<file path="src/rtl/alu_iterative_ex_if.sv">
// alu_iterative_ex_if: issue/result handshake bundle between the pipeline and the iterative execute ALU
interface alu_iterative_ex_if;
  logic        flush;
  logic        in_valid;
  logic        in_ready;
  logic [5:0]  alu_ctrl;
  logic [31:0] op_a;
  logic [31:0] op_b;
  logic        out_valid;
  logic        out_ready;
  logic [31:0] result;
  logic        branch_taken;
  modport master (
    output flush, in_valid, alu_ctrl, op_a, op_b, out_ready,
    input  in_ready, out_valid, result, branch_taken
  );
  modport slave (
    input  flush, in_valid, alu_ctrl, op_a, op_b, out_ready,
    output in_ready, out_valid, result, branch_taken
  );
endinterface

</file>
<file path="src/rtl/alu_iterative_ex.sv">
// alu_iterative_ex: execute-stage ALU, single-cycle ops plus iterative SHIFT_STEP-bit-per-cycle shifts
module alu_iterative_ex #(
  parameter int SHIFT_STEP = 4
) (
  input logic               clk,
  input logic               rst,
  alu_iterative_ex_if.slave bus
);
  typedef enum logic [1:0] {IDLE, SHIFT, DONE} state_t;
  localparam logic [1:0] K_NONE = 2'd0, K_SLL = 2'd1, K_SRL = 2'd2, K_SRA = 2'd3;
  localparam logic [4:0] STEP = 5'(SHIFT_STEP);
  state_t      r_state, w_next;
  logic [31:0] r_acc, r_result, w_res, w_sra, w_shifted;
  logic [4:0]  r_rem, w_k, w_rem_nxt;
  logic [1:0]  r_kind, w_kind;
  logic        r_branch, w_br, w_ready, w_accept, w_lt, w_ltu, w_eq;
  assign w_lt  = $signed(bus.op_a) < $signed(bus.op_b);
  assign w_ltu = bus.op_a < bus.op_b;
  assign w_eq  = bus.op_a == bus.op_b;
  assign w_kind = bus.alu_ctrl == 6'o01 ? K_SLL :
                  bus.alu_ctrl == 6'o05 ? K_SRL :
                  bus.alu_ctrl == 6'o15 ? K_SRA : K_NONE;
  always_comb begin
    case (bus.alu_ctrl)
      6'o00:                      w_res = bus.op_a + bus.op_b;
      6'o01, 6'o05, 6'o15, 6'o37: w_res = bus.op_a;
      6'o02:                      w_res = {31'b0, w_lt};
      6'o03:                      w_res = {31'b0, w_ltu};
      6'o04:                      w_res = bus.op_a ^ bus.op_b;
      6'o06:                      w_res = bus.op_a | bus.op_b;
      6'o07:                      w_res = bus.op_a & bus.op_b;
      6'o10:                      w_res = bus.op_a - bus.op_b;
      default:                    w_res = 32'b0;
    endcase
  end
  assign w_br = bus.alu_ctrl[5:3] == 3'o2 &&
                (bus.alu_ctrl[2:0] == 3'o0 ? w_eq  :
                 bus.alu_ctrl[2:0] == 3'o1 ? !w_eq :
                 bus.alu_ctrl[2:0] == 3'o4 ? w_lt  :
                 bus.alu_ctrl[2:0] == 3'o5 ? !w_lt :
                 bus.alu_ctrl[2:0] == 3'o6 ? w_ltu :
                 bus.alu_ctrl[2:0] == 3'o7 ? !w_ltu : 1'b0);
  assign w_k       = r_rem < STEP ? r_rem : STEP;
  assign w_rem_nxt = r_rem - w_k;
  // kept out of the ternary below so the arithmetic shift stays signed
  assign w_sra     = $signed(r_acc) >>> w_k;
  assign w_shifted = r_kind == K_SLL ? r_acc << w_k :
                     r_kind == K_SRL ? r_acc >> w_k : w_sra;
  assign w_ready  = !bus.flush && (r_state == IDLE || (r_state == DONE && bus.out_ready));
  assign w_accept = bus.in_valid && w_ready;
  assign w_next = bus.flush ? IDLE :
                  w_accept ? ((w_kind != K_NONE && bus.op_b[4:0] != 5'd0) ? SHIFT : DONE) :
                  (r_state == DONE && bus.out_ready) ? IDLE :
                  (r_state == SHIFT && w_rem_nxt == 5'd0) ? DONE : r_state;
  always_ff @(posedge clk or posedge rst) begin
    if (rst) begin
      r_state  <= IDLE;
      r_acc    <= 32'b0;
      r_rem    <= 5'd0;
      r_kind   <= K_NONE;
      r_result <= 32'b0;
      r_branch <= 1'b0;
    end else begin
      r_state <= w_next;
      if (w_accept) begin
        r_acc    <= bus.op_a;
        r_rem    <= bus.op_b[4:0];
        r_kind   <= w_kind;
        r_result <= w_res;
        r_branch <= w_br;
      end else if (r_state == SHIFT) begin
        r_acc    <= w_shifted;
        r_rem    <= w_rem_nxt;
        r_result <= w_shifted;
      end
    end
  end
  assign bus.in_ready     = w_ready;
  assign bus.out_valid    = r_state == DONE;
  assign bus.result       = r_result;
  assign bus.branch_taken = r_branch;
endmodule

</file>
<file path="src/flat_wrapper.sv">
// flat-port wrapper written by rule: the top's interface ports become plain ports
module alu_iterative_ex_flat 
#(
  parameter int SHIFT_STEP = 4
)
  (clk, rst, bus_flush, bus_in_valid, bus_alu_ctrl, bus_op_a, bus_op_b, bus_out_ready, bus_in_ready, bus_out_valid, bus_result, bus_branch_taken);
  alu_iterative_ex_if bus_i ();
  input logic clk;
  input logic rst;
  input wire logic [$bits(bus_i.flush)-1:0] bus_flush;
  input wire logic [$bits(bus_i.in_valid)-1:0] bus_in_valid;
  input wire logic [$bits(bus_i.alu_ctrl)-1:0] bus_alu_ctrl;
  input wire logic [$bits(bus_i.op_a)-1:0] bus_op_a;
  input wire logic [$bits(bus_i.op_b)-1:0] bus_op_b;
  input wire logic [$bits(bus_i.out_ready)-1:0] bus_out_ready;
  output wire logic [$bits(bus_i.in_ready)-1:0] bus_in_ready;
  output wire logic [$bits(bus_i.out_valid)-1:0] bus_out_valid;
  output wire logic [$bits(bus_i.result)-1:0] bus_result;
  output wire logic [$bits(bus_i.branch_taken)-1:0] bus_branch_taken;
  assign bus_i.flush = bus_flush;
  assign bus_i.in_valid = bus_in_valid;
  assign bus_i.alu_ctrl = bus_alu_ctrl;
  assign bus_i.op_a = bus_op_a;
  assign bus_i.op_b = bus_op_b;
  assign bus_i.out_ready = bus_out_ready;
  assign bus_in_ready = bus_i.in_ready;
  assign bus_out_valid = bus_i.out_valid;
  assign bus_result = bus_i.result;
  assign bus_branch_taken = bus_i.branch_taken;
  alu_iterative_ex #(.SHIFT_STEP(SHIFT_STEP)) u_core (.clk(clk), .rst(rst), .bus(bus_i));
endmodule
</file>
<file path="config.mk">
export PLATFORM = sky130hd
export DESIGN_NAME = alu_iterative_ex_flat
export DESIGN_NICKNAME = d
export VERILOG_FILES = /design/src/rtl/alu_iterative_ex_if.sv /design/src/rtl/alu_iterative_ex.sv /design/src/flat_wrapper.sv
export SDC_FILE = /design/constraint.sdc
export NUM_CORES = 1
export LEC_CHECK = 0
export BUFFER_PORTS_ARGS = -buffer_cell sky130_fd_sc_hd__buf_2
export CAP_MARGIN = 20
export CORE_ASPECT_RATIO = 1.5
export CORE_MARGIN = 8
export CORE_UTILIZATION = 56
export CTS_CLUSTER_SIZE = 10
export DETAILED_ROUTE_END_ITERATION = 7
export MAX_ROUTING_LAYER = met4
export PLACE_DENSITY = 0.79
export SETUP_SLACK_MARGIN = 0.02
export SLEW_MARGIN = 20
export SYNTH_ARGS = -nofsm -noshare
export SYNTH_HDL_FRONTEND = slang
export SYNTH_SLANG_ARGS = --single-unit
</file>
<file path="constraint.sdc">
create_clock -name clk -period 2.71 [get_ports clk]
set_input_delay 0.4065 -clock clk [delete_from_list [all_inputs] [get_ports clk]]
set_output_delay 0.4065 -clock clk [all_outputs]
set_load 0.03 [all_outputs]
</file>
==> results of run 1 <==
[kinds of logic after synthesis]
logic type,Yosys count,synth area share (%)
DFF,74,15.88
muxes,84,11.02
AOI/OAI and AO/OA,537,30.04
xor gates and xnor gates,25,1.878
adders and majority gates,111,12.04
other,1,0.03216
buffers and inverters,237,8.800
and+or+nand+nor,506,20.30
[report_power, final]
| group | switching, mW | total [mW] | internal (mW) |
|---|---|---|---|
| registers | 0.391 | 1.71 | 1.32 |
| logic | 2.50 | 4.60 | 2.10 |
| clock network | 0.480 | 1.22 | 0.739 |
[per-layer routing]
metal | GRT usage, % | vias to the layer above | share of wire (%)
met5 | - | - | 0
met4 | 22.93 | 0 | 7.3
met3 | 4.820 | 313 | 9.7
met2 | 63.74 | 1127 | 47
met1 | 45.61 | 7042 | 36
li1 | - | 6506 | -
[worst paths after layout]
path                                 startpoint               endpoint  slack [ps]
setup / recovery                u_core.r_rem[4]  u_core.bus.result[16]         -70
hold / removal                              rst        u_core.r_acc[1]          40
setup reg to reg                u_core.r_rem[4]  u_core.bus.result[16]         -70
hold reg to reg            u_core.bus.result[4]   u_core.bus.result[4]         500
max in group asynchronous                   rst  u_core.bus.result[26]        2070
min in group clk                      bus_flush      u_core.r_state[0]         370
[final cells by class]
class / instances / area (um2)
multi-input cells: 1264 / 9679
fillers: 1446 / 4119
repair buffers: 500 / 3720
flip-flops and latches: 74 / 1857
inverters: 108 / 410.4
well taps: 264 / 330.3
clock buffers: 10 / 239.0
clock inverters: 6 / 65.06
[synthesized netlist by cell type (all sizes together) (21+ instances only)]
cell type,count
nand2,195
o21ai,144
nor2,142
a21oi,124
ha,109
inv,105
clkbuf,76
dfrtp,74
buf,53
mux2i,41
a211oi,38
mux4,33
nor3,30
nand3,27
a31oi,26
o211ai,26
xnor2,21
[stage by stage]
stage / hold slack, ps / power [mW] / setup TNS (ps)
6_report: 38.32 / 7.522 / -180.3
4_1_cts: 43.48 / 6.977 / -14.22
2_1_floorplan: 467.4 / 4.065 / 0
3_5_place_dp: 409.1 / 5.629 / -11680
5_1_grt: 68.04 / 7.829 / -999.2
3_3_place_gp: 398.2 / 5.534 / -9838
[sequential cells by signal (all words and copies together), names as in the netlist]
| name | flops |
|---|---|
| u_core.r_kind | 2 |
| u_core.r_rem | 5 |
| u_core.r_state | 2 |
| u_core.bus.result | 32 |
| u_core.r_acc | 32 |
| u_core.bus.branch_taken | 1 |
[cell usage in the layout, fill, tap and decap left out, types with 19 or more instances in the layout]
master / synthesis / final
buf_2: 24 / 103
ha_1: 109 / 86
nor3_1: 27 / 23
a211oi_1: 38 / 31
o211ai_1: 26 / 26
nor2_1: 141 / 133
mux4_2: 28 / 30
nand2_1: 193 / 184
inv_1: 104 / 89
a21oi_1: 123 / 106
xnor2_1: 21 / 19
a31oi_1: 26 / 25
buf_4: 9 / 360
o21ai_1: 13 / 20
mux2i_1: 41 / 36
nand3_1: 27 / 26
o21ai_0: 131 / 116
buf_6: 7 / 23
dfrtp_1: 74 / 70
[timing repair]
action                                  CTS  global route
cloned                                    0             0
buffers inserted                         13            23
endpoints found under the setup margin   27            33
resized for setup                        57           175
pin swaps                                20            80
==> results.md, run 1 <==
* Core area at 0.02042 mm2
* Primary FF master, synth: dfrtp_1
* # setup viols final at 5
* Nets@finish at 2,143
* Final min period at 2775 ps
* CP arrival at 2990 ps
* Failing checks: design-rule violations, negative setup slack
* Worst reg2reg path depth at 9
* Remaining antenna violation count at 0
* Post-synth EDFFs at 0
* Antenna violations before repair at 0
* Relative slew slack at 57.49%
* Syn_area_per_cell at 7.402 um2
* Sequential area share after synthesis at 15.88%
* Outcome: finished, violations left
* Synthesized area at 0.01166 mm2
* Worst-Skew Late Latency at 340 ps
* Syn nets at 1,761
* Initial Utilization at 57.10%
* CTS buffer count at 9
* Max_cap viols at 0
* Worst path most repeated cell: mux2i_2
* Leak at 7.555 nW
* Slew Viols, Final at 0
* Period utilisation layout at 102.4%
* Iter 0 DRT Violations at 1,778
* Final hold violation count at 0
* Fmax at 360.4 MHz
* Leading post-synthesis cells by cell area: dfrtp_1, ha_1, nand2_1, o21ai_0, mux4_2
* Cell variety after synth at 95
* Final Instance Area at 0.01630 mm2
* First drt pass iteration count at 8
* Pre-CTS setup slack at -676.0 ps
* IO buf count at 109
* CP max stage delay at 620 ps
* H-tree lvl count at 3
* Overall die area at 0.02579 mm2
* RSZ-0062 raised after global routing: yes
* Crit-path max FO at 7
* Wire length per cell at 23.55 um
* Cell area after placement at 0.01473 mm2
* RD Place Congestion at 1.023
* Grt total ovfl at 0
* Crit path kind: reg2reg
* Worst Tran Pin Value at 627.7 ps
* Vias in the first global route at 14,320
* Largest net degree at the start of global routing at 51
* Placed cell count at 2,176
* Slowest-stage cell, CP: or4b_4
* Die Ht at 192.7 um
* GRT Total Usage at 39.04%
* Crit path depth at 9
* Number of synthesis warnings at 0
* Std cell rows at 64
* Critical Path End Type: flip-flop
* Post-Syn Instances at 1,575
* Layout cell share with drive strength beyond 1 at 37.16%
* Die span in x at 133.8 um
* Worst endpoint required time at 2920 ps
* CTS tree: yes
* Synth top area share at 15.88%
* Root buffer cell: clkbuf_16
* Startpoint types: flip-flop
* First-pass GRT wire length at 77,400 um
* Hold Buf Count CTS at 0
* Async SR Flop Fraction at 100.0%
* Synth Register Bits at 74
* Area growth from synthesis to layout at 39.82%
* Vias per inst at 6.733
* Diodes inserted at 0
* CP top delay family: multiplexers
* Final Skew at 10.20 ps
* HPWL after detailed placement at 38,360 um
* DRC at 1
* Layout Cells excl Fill at 2,226
* Deepest clock path buffer count at 2
* I/O Pins at 110
* Buf/Inv on CP at 1
* Final wirelength at 52,420 um
* DR vias at 14,990
* Maximum vdd drop at 0.0003018 V
* Hold WC Path Type: in2async
* Cell taking the most area after synthesis: dfrtp_1
* Util after Layout at 79.83%
* Reg clk slew, reported paths at 60 ps
* Worst Slack Setup Final at -65.06 ps
* Num Clock Sinks at 74
* Worst path cell trace: or4b_4, buf_6, mux2i_2, mux2i_2, mux4_2, o21ai_2, nand2_1, o21ai_1, a31oi_1
* Pwr Density at 461.5 mW/mm2
(Power assumes the default switching activity.)
==> run 2, diff against run 1 <==
--- a/config.mk
+++ b/config.mk
@@ -8,12 +8,12 @@
 export BUFFER_PORTS_ARGS = -buffer_cell sky130_fd_sc_hd__buf_2
 export CAP_MARGIN = 20
 export CORE_ASPECT_RATIO = 1.5
-export CORE_MARGIN = 8
 export CORE_UTILIZATION = 56
 export CTS_CLUSTER_SIZE = 10
 export DETAILED_ROUTE_END_ITERATION = 7
 export MAX_ROUTING_LAYER = met4
 export PLACE_DENSITY = 0.79
+export REMOVE_ABC_BUFFERS = 1
 export SETUP_SLACK_MARGIN = 0.02
 export SLEW_MARGIN = 20
 export SYNTH_ARGS = -nofsm -noshare
==> run 2 against run 1 <==
  * Clock skew grew 0.95 ps
  * Sequential cell count is the same
  * Largest cell class unchanged
  * Via count grew 1.7%
  * Maximum frequency grew 0.14%
  * Routed wire length grew 2.6%
  * First-iteration DRC count grew 25%
  * Global-route usage grew 10 points
  * Utilization grew 0.58 points
  * Critical path depth shrank 1
  * Cell count grew 0.40%
  * The flow finishes with violations (negative setup slack)
  * Highest routed layer unchanged
  * Sequential power is essentially flat
  * Register-to-register slack is essentially flat
==> results.md, run 2 (synthesis gave the netlist of run 1 again) <==
* Worst Tran Pin Value at 657.8 ps
* Worst Slack Setup Final at -61.31 ps
* Commonest cells after routing, fill and taps aside: buf_4, nand2_1, nor2_1, o21ai_0, a21oi_1
* GRT Total Usage at 49.48%
* Most common cell after layout, fill and taps aside: buf_4
* CTS buffer count at 9
* Fmax at 360.8 MHz
* Area growth from synthesis to layout at 40.82%
* Pwr Total at 7.742 mW
* Hold WC Path Type: in2async
* Grt total ovfl at 0
* H-tree lvl count at 3
* Remaining antenna violation count at 0
* Core area at 0.02042 mm2
* Net Sw Frac at 44.70%
* Startpoint types: flip-flop
* Deepest clock path buffer count at 2
* Final hold violation count at 0
* Hold Slack at 113.4 ps
* Final min period at 2771 ps
* Period utilisation layout at 102.3%
* HPWL after detailed placement at 38,600 um
* FILL cells at 1,396
* Maximum vdd drop at 0.0003181 V
* Worst endpoint required time at 2940 ps
* # setup viols final at 14
* Num Clock Sinks at 74
* CTS tree: yes
* Gate power share at 60.3%
* Area occupied by registers at 0.001858 mm2
* Crit path kind: reg2reg
* Root buffer cell: clkbuf_16
* Overall die area at 0.02141 mm2
* Relative slew slack at 55.53%
* First-pass GRT wire length at 78,800 um
* Cell area after placement at 0.01483 mm2
* RD Place Congestion at 1.040
* Worst-Skew Late Latency at 350 ps
* I/O Pins at 110
* Outcome: finished, violations left
* Wire length per cell at 24.06 um
* Layout cell share with drive strength beyond 1 at 36.96%
* Final wirelength at 53,770 um
* Share of power burned in registers at 22.2%
* Failing checks: negative setup slack
* Largest net degree at the start of global routing at 75
* Vias per inst at 6.822
* Nets@finish at 2,148
* Leak at 7.534 nW
* Final Skew at 11.15 ps
* Clock Power Share at 17.5%
* Iter 0 DRT Violations at 2,218
* Hold Buf Count CTS at 0
* Slew Viols, Final at 0
* Reg clk slew, reported paths at 60 ps
* Final Instance Area at 0.01642 mm2
* DR vias at 15,250
* Critical Path End Type: flip-flop
* Crit-path max FO at 8
* Antenna violations before repair at 4
* CP arrival at 3000 ps
* Die span in x at 119.8 um
* RSZ-0062 raised after global routing: yes
* Internal Power at 4.281 mW
* Util after Layout at 80.40%
* Switching power at 3.461 mW
* Std cell rows at 64
* Max_cap viols at 0
* First drt pass iteration count at 7
* IO buf count at 109
* Die Ht at 178.7 um
* Multi-input gate area at 0.009742 mm2
* Pwr Density at 471.5 mW/mm2
* Vias in the first global route at 14,340
* Initial Utilization at 57.10%
* DRC at 0
==> run 2: cell types whose count changed in the layout (fill, tap and decap cells not counted), sizes merged <==
cell,before,now
clkinvlp,1,0
nand2,195,196
bufinv,1,2
clkbuf,11,13
buf,499,503
inv,106,104
diode,0,4
==> run 2: timing repair <==
action,CTS,global route
gates resized for setup,64,174
gates cloned,1,1
setup buffers,9,16
endpoints found under the setup margin,30,37
pin swaps,17,66
==> run 2: worst paths after layout <==
check	start	end	slack, ps	cells after the start
max	u_core.r_rem[2]	u_core.bus.result[20]	-60	8
min in group clk	bus_out_ready	u_core.r_state[1]	340	4
min	rst	u_core.r_acc[24]	110	3
max reg2reg	u_core.r_rem[2]	u_core.bus.result[20]	-60	8
min reg2reg	u_core.bus.result[5]	u_core.bus.result[5]	500	1
max in group asynchronous	rst	u_core.r_rem[3]	2180	3
==> run 2: layer usage <==
layer,vias up,track usage [%],part of all wire (%)
met4,0,34.79,8.7
met2,1263,79.46,46
met1,7041,55.94,35
met3,414,8.588,11
li1,6529,-,-
met5,-,-,0
==> run 2: per-stage QoR <==
stage | cells | TNS [ps] | worst slack [ps]
finish | 2235 | -464.0 | -61.31
floorplan | 1446 | -138170 | -4227
CTS | 2216 | 0 | 9.216
global route | 2235 | -1475 | -147.3
detailed placement | 2190 | -11470 | -580.4
global placement | 2190 | -10210 | -600.0
==> run 2: final cells by class <==
cell class / count / share of cell area (%)
inverter: 108 / 2.538
clock inverter: 4 / 0.4496
antenna: 4 / 0.06097
multi-input combinational: 1265 / 59.34
clock buffer: 12 / 1.562
tap: 264 / 2.012
timing repair buffer: 504 / 22.73
sequential: 74 / 11.32
==> run 2: power by group through the flow <==
stage | logic, mW | clock network (mW) | registers [mW]
finish | 4.66 | 1.36 | 1.72
detailed placement | 3.99 | 0 | 1.66
global route | 4.92 | 1.40 | 1.72
global placement | 3.91 | 0 | 1.66
CTS | 4.15 | 1.35 | 1.66
floorplan | 2.11 | 0 | 1.78
==> run 2: critical path, cell delays in order, from the launching register on <==
cell and delay [ps]:
dfrtp_2 470, or4b_4 680, mux2i_2 270, mux4_2 290, nor2_2 40, or3_4 430
a221oi_2 260, buf_4 170, nor3_2 40
